==> src/rtl/uart_word_packer.sv <==
`timescale 1ns/1ps
// uart_word_packer
//
// Receives asynchronous serial characters, packs WORD_PART-bit characters
// into WORD_SIZE-bit words (first character in the LSBs) and queues the
// words in a MEM_SIZE-deep FIFO. A DELIM character flushes a partial word;
// the delimiter itself is never stored and empty words are never produced.
//
// Ports:
//   clock      - system clock, all logic on the rising edge
//   reset      - synchronous, active-low reset
//   sig        - asynchronous serial line, idle high
//   read_req   - one-cycle pop request (ignored while empty)
//   clear_err  - one-cycle clear of the sticky error flags
//   data_out   - word popped from the FIFO head, held until the next pop
//   parts      - number of valid characters in data_out
//   full       - FIFO holds MEM_SIZE words
//   empty      - FIFO holds no words
//   frame_err  - sticky: a stop bit was sampled low
//   parity_err - sticky: a parity mismatch occurred
//   overflow   - sticky: a word was dropped because the FIFO was full
module uart_word_packer #(
    parameter int WORD_SIZE    = 32,
    parameter int WORD_PART    = 8,
    parameter int MEM_SIZE     = 64,
    parameter int CLKS_PER_BIT = 868,
    parameter int PARITY_MODE  = 0,
    parameter int DELIM        = 9
) (
    input  logic                                          clock,
    input  logic                                          reset,
    input  logic                                          sig,
    input  logic                                          read_req,
    input  logic                                          clear_err,
    output logic [WORD_SIZE-1:0]                          data_out,
    output logic [$clog2(WORD_SIZE/WORD_PART+1)-1:0]      parts,
    output logic                                          full,
    output logic                                          empty,
    output logic                                          frame_err,
    output logic                                          parity_err,
    output logic                                          overflow
);

    localparam int NPARTS = WORD_SIZE / WORD_PART;
    localparam int PW     = $clog2(NPARTS + 1);
    localparam int AW     = $clog2(MEM_SIZE);
    localparam int CW     = $clog2(MEM_SIZE + 1);
    localparam int CNTW   = $clog2(CLKS_PER_BIT);
    localparam int BW     = $clog2(WORD_PART);

    localparam logic [CNTW-1:0]      BIT_LAST  = CNTW'(CLKS_PER_BIT - 1);
    localparam logic [CNTW-1:0]      HALF_LAST = CNTW'(CLKS_PER_BIT / 2 - 1);
    localparam logic [BW-1:0]        LAST_BIT  = BW'(WORD_PART - 1);
    localparam logic [PW-1:0]        LAST_PART = PW'(NPARTS - 1);
    localparam logic [PW-1:0]        ALL_PARTS = PW'(NPARTS);
    localparam logic [WORD_PART-1:0] DELIM_C   = WORD_PART'(DELIM);
    localparam logic [CW-1:0]        MEM_FULL  = CW'(MEM_SIZE);

    typedef enum logic [2:0] {
        ST_IDLE,
        ST_START,
        ST_DATA,
        ST_PARITY,
        ST_STOP,
        ST_WAIT_HIGH
    } rx_state_e;

    // Synchroniser and edge detect
    logic sync1_q, sync2_q, prev_q;

    // Receiver
    rx_state_e             state_q, state_d;
    logic [CNTW-1:0]       cnt_q, cnt_d;
    logic [BW-1:0]         bit_q, bit_d;
    logic [WORD_PART-1:0]  shift_q, shift_d;
    logic                  par_bad_q, par_bad_d;
    logic                  accept_q, accept_d;
    logic                  set_frame, set_parity;
    logic                  exp_parity;

    // Packer
    logic [PW-1:0]         k_q, k_d;
    logic [WORD_SIZE-1:0]  word_q, word_d, merged;
    logic                  push_q, push_d;
    logic [WORD_SIZE-1:0]  push_word_q, push_word_d;
    logic [PW-1:0]         push_parts_q, push_parts_d;

    // FIFO
    logic [WORD_SIZE-1:0]  mem_q [MEM_SIZE];
    logic [PW-1:0]         mem_parts_q [MEM_SIZE];
    logic [AW-1:0]         wr_ptr_q, wr_ptr_d, rd_ptr_q, rd_ptr_d;
    logic [CW-1:0]         count_q, count_d;
    logic                  do_pop, do_write, push_blocked;
    logic [WORD_SIZE-1:0]  data_out_q, data_out_d;
    logic [PW-1:0]         parts_q, parts_d;
    logic                  full_q, full_d, empty_q, empty_d;
    logic                  frame_err_q, frame_err_d;
    logic                  parity_err_q, parity_err_d;
    logic                  overflow_q, overflow_d;

    // Expected parity bit: even mode makes the total count of ones even.
    assign exp_parity = (PARITY_MODE == 2) ? ~(^shift_q) : (^shift_q);

    // Receiver next state. Data bits shift in from the top so the first
    // (LSB) bit ends up in bit 0 after WORD_PART samples.
    always_comb begin
        state_d    = state_q;
        cnt_d      = cnt_q;
        bit_d      = bit_q;
        shift_d    = shift_q;
        par_bad_d  = par_bad_q;
        accept_d   = 1'b0;
        set_frame  = 1'b0;
        set_parity = 1'b0;
        case (state_q)
            ST_IDLE: begin
                if (prev_q && !sync2_q) begin
                    state_d = ST_START;
                    cnt_d   = '0;
                end
            end
            ST_START: begin
                if (cnt_q == HALF_LAST) begin
                    cnt_d     = '0;
                    bit_d     = '0;
                    par_bad_d = 1'b0;
                    state_d   = sync2_q ? ST_IDLE : ST_DATA;
                end else begin
                    cnt_d = cnt_q + 1'b1;
                end
            end
            ST_DATA: begin
                if (cnt_q == BIT_LAST) begin
                    cnt_d   = '0;
                    shift_d = {sync2_q, shift_q[WORD_PART-1:1]};
                    if (bit_q == LAST_BIT) begin
                        state_d = (PARITY_MODE != 0) ? ST_PARITY : ST_STOP;
                    end else begin
                        bit_d = bit_q + 1'b1;
                    end
                end else begin
                    cnt_d = cnt_q + 1'b1;
                end
            end
            ST_PARITY: begin
                if (cnt_q == BIT_LAST) begin
                    cnt_d     = '0;
                    par_bad_d = (sync2_q != exp_parity);
                    state_d   = ST_STOP;
                end else begin
                    cnt_d = cnt_q + 1'b1;
                end
            end
            ST_STOP: begin
                if (cnt_q == BIT_LAST) begin
                    cnt_d = '0;
                    if (!sync2_q) begin
                        set_frame = 1'b1;
                        state_d   = ST_WAIT_HIGH;
                    end else if (par_bad_q) begin
                        set_parity = 1'b1;
                        state_d    = ST_IDLE;
                    end else begin
                        accept_d = 1'b1;
                        state_d  = ST_IDLE;
                    end
                end else begin
                    cnt_d = cnt_q + 1'b1;
                end
            end
            ST_WAIT_HIGH: begin
                if (sync2_q) begin
                    state_d = ST_IDLE;
                end
            end
            default: state_d = ST_IDLE;
        endcase
    end

    // Packer. shift_q still holds the accepted character while accept_q is
    // high because no new frame can reach DATA that quickly.
    always_comb begin
        k_d          = k_q;
        word_d       = word_q;
        push_d       = 1'b0;
        push_word_d  = push_word_q;
        push_parts_d = push_parts_q;
        merged       = word_q;
        for (int i = 0; i < NPARTS; i++) begin
            if (k_q == PW'(i)) begin
                merged[i*WORD_PART +: WORD_PART] = shift_q;
            end
        end
        if (accept_q) begin
            if (shift_q == DELIM_C) begin
                if (k_q != '0) begin
                    push_d       = 1'b1;
                    push_word_d  = word_q;
                    push_parts_d = k_q;
                    word_d       = '0;
                    k_d          = '0;
                end
            end else if (k_q == LAST_PART) begin
                push_d       = 1'b1;
                push_word_d  = merged;
                push_parts_d = ALL_PARTS;
                word_d       = '0;
                k_d          = '0;
            end else begin
                word_d = merged;
                k_d    = k_q + 1'b1;
            end
        end
    end

    // FIFO control. A pop frees the head slot in the same cycle, so a push
    // at full only drops the word when no pop accompanies it.
    always_comb begin
        do_pop       = read_req && !empty_q;
        push_blocked = push_q && full_q && !do_pop;
        do_write     = push_q && !push_blocked;
        wr_ptr_d     = do_write ? wr_ptr_q + 1'b1 : wr_ptr_q;
        rd_ptr_d     = do_pop ? rd_ptr_q + 1'b1 : rd_ptr_q;
        count_d      = count_q;
        if (do_write && !do_pop) begin
            count_d = count_q + 1'b1;
        end else if (!do_write && do_pop) begin
            count_d = count_q - 1'b1;
        end
        data_out_d   = do_pop ? mem_q[rd_ptr_q] : data_out_q;
        parts_d      = do_pop ? mem_parts_q[rd_ptr_q] : parts_q;
        full_d       = (count_d == MEM_FULL);
        empty_d      = (count_d == '0);
        frame_err_d  = set_frame | (frame_err_q & ~clear_err);
        parity_err_d = set_parity | (parity_err_q & ~clear_err);
        overflow_d   = push_blocked | (overflow_q & ~clear_err);
    end

    always_ff @(posedge clock) begin
        if (!reset) begin
            sync1_q      <= 1'b1;
            sync2_q      <= 1'b1;
            prev_q       <= 1'b1;
            state_q      <= ST_IDLE;
            cnt_q        <= '0;
            bit_q        <= '0;
            shift_q      <= '0;
            par_bad_q    <= 1'b0;
            accept_q     <= 1'b0;
            k_q          <= '0;
            word_q       <= '0;
            push_q       <= 1'b0;
            push_word_q  <= '0;
            push_parts_q <= '0;
            wr_ptr_q     <= '0;
            rd_ptr_q     <= '0;
            count_q      <= '0;
            data_out_q   <= '0;
            parts_q      <= '0;
            full_q       <= 1'b0;
            empty_q      <= 1'b1;
            frame_err_q  <= 1'b0;
            parity_err_q <= 1'b0;
            overflow_q   <= 1'b0;
        end else begin
            sync1_q      <= sig;
            sync2_q      <= sync1_q;
            prev_q       <= sync2_q;
            state_q      <= state_d;
            cnt_q        <= cnt_d;
            bit_q        <= bit_d;
            shift_q      <= shift_d;
            par_bad_q    <= par_bad_d;
            accept_q     <= accept_d;
            k_q          <= k_d;
            word_q       <= word_d;
            push_q       <= push_d;
            push_word_q  <= push_word_d;
            push_parts_q <= push_parts_d;
            wr_ptr_q     <= wr_ptr_d;
            rd_ptr_q     <= rd_ptr_d;
            count_q      <= count_d;
            data_out_q   <= data_out_d;
            parts_q      <= parts_d;
            full_q       <= full_d;
            empty_q      <= empty_d;
            frame_err_q  <= frame_err_d;
            parity_err_q <= parity_err_d;
            overflow_q   <= overflow_d;
        end
    end

    // Storage array has no reset; only slots behind the write pointer are read.
    always_ff @(posedge clock) begin
        if (reset && do_write) begin
            mem_q[wr_ptr_q]       <= push_word_q;
            mem_parts_q[wr_ptr_q] <= push_parts_q;
        end
    end

    assign data_out   = data_out_q;
    assign parts      = parts_q;
    assign full       = full_q;
    assign empty      = empty_q;
    assign frame_err  = frame_err_q;
    assign parity_err = parity_err_q;
    assign overflow   = overflow_q;

endmodule

==> config.mk <==
export PLATFORM = sky130hd
export DESIGN_NAME = uart_word_packer
export DESIGN_NICKNAME = d
export VERILOG_FILES = /design/src/rtl/uart_word_packer.sv
export SDC_FILE = /design/constraint.sdc
export NUM_CORES = 2
export LEC_CHECK = 0
export ABC_AREA = 1
export BUFFER_PORTS_ARGS = -buffer_cell sky130_fd_sc_hd__buf_2
export CORE_AREA = 2 2 529 478
export DETAILED_ROUTE_END_ITERATION = 12
export DIE_AREA = 0 0 531 480
export SETUP_SLACK_MARGIN = 0.4
export SKIP_LAST_GASP = 1
export SYNTH_ARGS = -nofsm -noshare
export SYNTH_HDL_FRONTEND = slang
export SYNTH_SLANG_ARGS = --single-unit
export TNS_END_PERCENT = 5
==> constraint.sdc <==
create_clock -name clock -period 9 [get_ports clock]
set_input_delay 1.8 -clock clock [delete_from_list [all_inputs] [get_ports clock]]
set_output_delay 1.8 -clock clock [all_outputs]
set_load 0.02 [all_outputs]
== Word-level counts from Yosys, hierarchy flattened ==
Memory sizes are Yosys's and may differ from the RTL's. A register that Yosys moved wholly into a read port is not among the register bits.
Index checks and enable logic that the tools add are counted.
Word-level totals
  register bits after elaboration: 124
  memory bits (writable): 2240
  input bits: 5
  word-level logic and storage cells: 147
  memories: 2
Memory list
  mem_q: words 64, bits a word 32, read ports 1, clocked after memory_dff 1, wr ports 1, RTL line 89  | logic [WORD_SIZE-1:0] mem_q [MEM_SIZE];
  mem_parts_q: words 64, bits a word 3, read ports 1, clocked after memory_dff 1, wr ports 1, RTL line 90  | logic [PW-1:0] mem_parts_q [MEM_SIZE];
Cells by class
  add/sub/neg operators: 7
  equality and inequality tests: 23
  muxes and demuxes: 52
  bitwise gates (word level): 7
  reduce and logical (&&, ||, !) cells: 34
Operators by type and width (count)
  $mux W32: 6
  $mux W3: 17
  $mux W8: 4
  $mux W10: 3
  $pmux W10 S3: 1
  $pmux W3 S6: 1
  $ne A2 B2 Y1 const B: 8
  $mux W1: 15
  $mux W7: 2
  $add A6 B1 Y6 const B: 2
  $eq A3 B2 Y1 const B: 4
  $add A10 B1 Y10 const B: 1
  $eq A10 B10 Y1 const B: 1
  $eq A10 B9 Y1 const B: 1
  $eq A3 B3 Y1 const B: 3
  $eq A8 B4 Y1 const B: 1
  $logic_and A1 B1 Y1: 8
  $reduce_and A2 Y1: 4
  $reduce_and A4 Y1: 2
  $reduce_xor A8 Y1: 1
  $add A7 B1 Y7 const B: 1
  $eq A7 B7 Y1 const B: 1
  $logic_not A1 Y1: 7
  $logic_not A7 Y1: 1
  17 further kinds: 28

== Logic depth before layout (Yosys ltp) ==
  depth in word-level cells: 11
  gate-level depth with buffers: 17
  depth with buffers taken out: 13

== Worst setup path before layout ==
No wires, ideal clock.
  kind: input to register
  start: input port reset
  end: memory mem_parts_q[0][0] (netlist bit), enable pin
  setup time: 0.515 ns
  data arrival time: 5.963 ns
  data required time: 8.485 ns
  slack: 2.522 ns
  stages on the path: 5
  path through: clkbuf_1 > clkinv_1 > nor2_1 > nand3_1 > nor4_1
On the way
  longest elaborated chain between the ends: 3
Ends and longest elaborated chain
  start: declaration: RTL line 31  | input logic reset,
  $logic_and A1 B1 Y1: RTL line 295  | if (reset && do_write) begin
  $mux W1: RTL line 295
  $mux W1 (implied by the code): RTL line 297  | mem_parts_q[wr_ptr_q] <= push_parts_q;
  end: declaration: RTL line 90
No other way between the ends.

==> results.yml <==
layout:
  mostFrequentLayoutCells: "nand2_1 (2530), edfxtp_1 (2240), nor2_1 (1234)"
  drive_gt1_share_pct: 7.241
  multiInputGateArea_um2: 24660
  fin_nets: 9100
  layout_commonest_cell: "nand2_1"
  fill_cells: 22701
  area_growth_pct: 11.67
  register_area_um2: 70530
pwr:
  powerDensity_nw_per_um2: 219.9
  peakVddDrop_v: 0.0002080
  p_total_mw: 24.37
  total_leakage_power_nw: 43.96
synth:
  synth_cell_types: 37
  ys_ff_latch: 2399
  synth_area_um2: 99270
  synthTopCellsByArea: "edfxtp_1 (68%), nand2_1 (9.6%), nand3_1 (4.9%)"
  synth_fp_nets: 9168
  synth_top_area_share_pct: 67.76
  syn_area_per_cell_um2: 10.85
  syn_inst: 9147
  yosysTopAreaCell: "edfxtp_1"
  async_flop_share_pct: 0
  ys_warn_count: 0
  yosysSeqAreaShare_pct: 70.97
  synth_edf_count: 2240
  synth-main-ff-cell: "edfxtp_1"
sta:
  fmax_mhz: 217.2
  post-route-min-period_ps: 4603
  skew_ps: 64.81
  timing.hold.ws_ps: 435.1
  timing.setup.tns_ps: 0
  slew_violations: 0
  timing.final.crit_share_pct: 51.15
  finalHoldViolations: 0
  relSlewSlack_pct: 8.095
  worst_slew_pin_slew_ps: 1379
  rsz0062_at_grt: "no"
  final-setup-viol-count: 0
drt:
  wl_per_cell_um: 21.76
  remaining_drc_errors: 0
  drtAntennaViolNets: 0
  drt_iter0_drc: 7146
  drtPass1Iterations: 6
  via_per_inst: 5.234
  vias: 66016
  wirelength_um: 274400
setup_path:
  arrival_ps: 5430
  critical_path.max_fanout: 73
  cp-end-kind: "flip-flop"
  path_class: "flip-flop to flip-flop"
  critPathRequiredTime_ps: 9830
  start_kind: "flip-flop"
place:
  place_congestion: 0.7978
  hpwlAfterDp_um: 140200
  port_buffers: 44
global_routing:
  grt_pass1_vias: 63340
  grt_start_max_net_pins: 219
  grt_usage_pct: 21.26
  grt_antenna_before_repair: 4
  gr-total-overflow: 0
  grt_pass1_wl_um: 407500
floorplanning:
  start_util_pct: 39.82
  die-area_um2: 254900
  core_area_um2: 249300
  dieHeight_um: 480
  boundaryPins: 45
  rows: 174
  die_w_um: 531
worst_hold_path:
  hold_class: "flip-flop to flip-flop"
clock_network:
  cts.sinks: 2399
  ctsHoldBuffers: 0
  clk_pin_slew_ps: 60
  cts-root-buf: "clkbuf_16"
  cts_max_path_buffers: 4
  htreeDepth: 5
  cts_resized: 0
  cts_setup_buffers: 0
  cts_tree: "done"
  cts_buffers: 274
  clk_latency_ps: 930
outcome:
  status: "finished, final reports clean"
flow_run:
  cap_violations: 0
-- final timing paths --
path / startpoint / endpoint / slack, ps / depth (start not counted)
worst min-delay path: sync1_q$_SDFF_PN1_ / sync2_q$_SDFF_PN1_ / 440 / 1
worst max register to register: rd_ptr_q[1]$_SDFFE_PN0N_ / data_out[12]$_SDFFE_PN0N_ / 4400 / 12
worst max-delay path: rd_ptr_q[1]$_SDFFE_PN0N_ / data_out[12]$_SDFFE_PN0N_ / 4400 / 12
worst min register to register: sync1_q$_SDFF_PN1_ / sync2_q$_SDFF_PN1_ / 440 / 1
-- stage by stage --
step	util [%]	cell area [µm²]	cells	setup WS, ps
floorplan	-	99270	9147	2522
global placement	41.18	102700	12147	4037
detailed placement	41.18	102700	12147	3888
CTS	44.47	110800	12611	4452
global route	44.47	110800	12611	4194
finish	44.47	110900	12612	4397
-- cell type report --
cell class / count / share of cell area (%)
flip-flops and latches: 2399 / 63.62
multi-input cells: 5728 / 22.25
clock buffers: 366 / 6.760
well taps: 3344 / 3.774
inverters: 494 / 1.711
repair buffers: 182 / 1.260
clock inverters: 98 / 0.6242
diodes: 1 / 0.002257
-- power by group --
part	internal [mW]	switching (mW)	total, mW
sequential	12.0	0.0728	12.1
combinational	0.492	1.42	1.92
clock	6.09	4.26	10.3
total	18.6	5.75	24.4
-- sequential cells by signal (all words and copies together), names as in the netlist, 3 cells and up --
signal	flops
k_q	3
mem_q	2048
parts	3
push_word_q	32
word_q	32
shift_q	8
push_parts_q	3
mem_parts_q	192
wr_ptr_q	6
count_q	7
bit_q	3
rd_ptr_q	6
cnt_q	10
data_out	32
state_q	3
-- synthesized netlist by cell type, types with 2 or more instances --
cell	n
inv_1	484
o21ai_0	578
a31oi_1	2
nand3_1	972
o211ai_1	2
inv_2	7
a21oi_1	219
ha_1	16
nor2_2	2
nor3_1	16
clkinv_1	2
xor2_1	6
xnor2_1	3
o21ai_1	19
buf_2	192
nand2_1	2531
or2_2	34
nor4_1	10
nor2_1	1287
nand3b_1	2
dfxtp_1	159
buf_1	79
buf_4	75
nand4_1	16
a211oi_1	5
edfxtp_1	2240
clkbuf_1	143
buf_6	37
-- per-layer routing --
metal | part of all wire (%) | GRT usage, % | vias to the layer above
li1 | - | - | 30809
met2 | 47 | 34.66 | 2505
met1 | 42 | 29.15 | 32215
met5 | 0 | 0 | -
met3 | 7.4 | 3.178 | 487
met4 | 3.2 | 6.999 | 0
-- critical path, stage by stage, from the launching register on --
cell	delay (ps)
dfxtp_4	750
buf_4	820
buf_4	870
buf_4	860
nor2_1	100
o21ai_0	110
nand3_1	110
nand3_1	210
nand2_1	180
nand3_1	140
nand3_1	80
nand2_1	90
inv_1	40
-- kinds of logic (layout without fill, tap and decap cells) --
family | after synthesis | count (layout) | share of synthesized area, %
other | 0 | 1 | 0
adders and majority gates | 16 | 16 | 0.2017
buffers and inverters | 1020 | 1140 | 4.665
xor gates and xnor gates | 9 | 9 | 0.07941
AOI/OAI and AO/OA | 829 | 829 | 4.219
and+or+nand+nor | 4874 | 4874 | 19.87
DFF | 2399 | 2399 | 70.97
No activity file was read; power rests on OpenSTA's default activity.
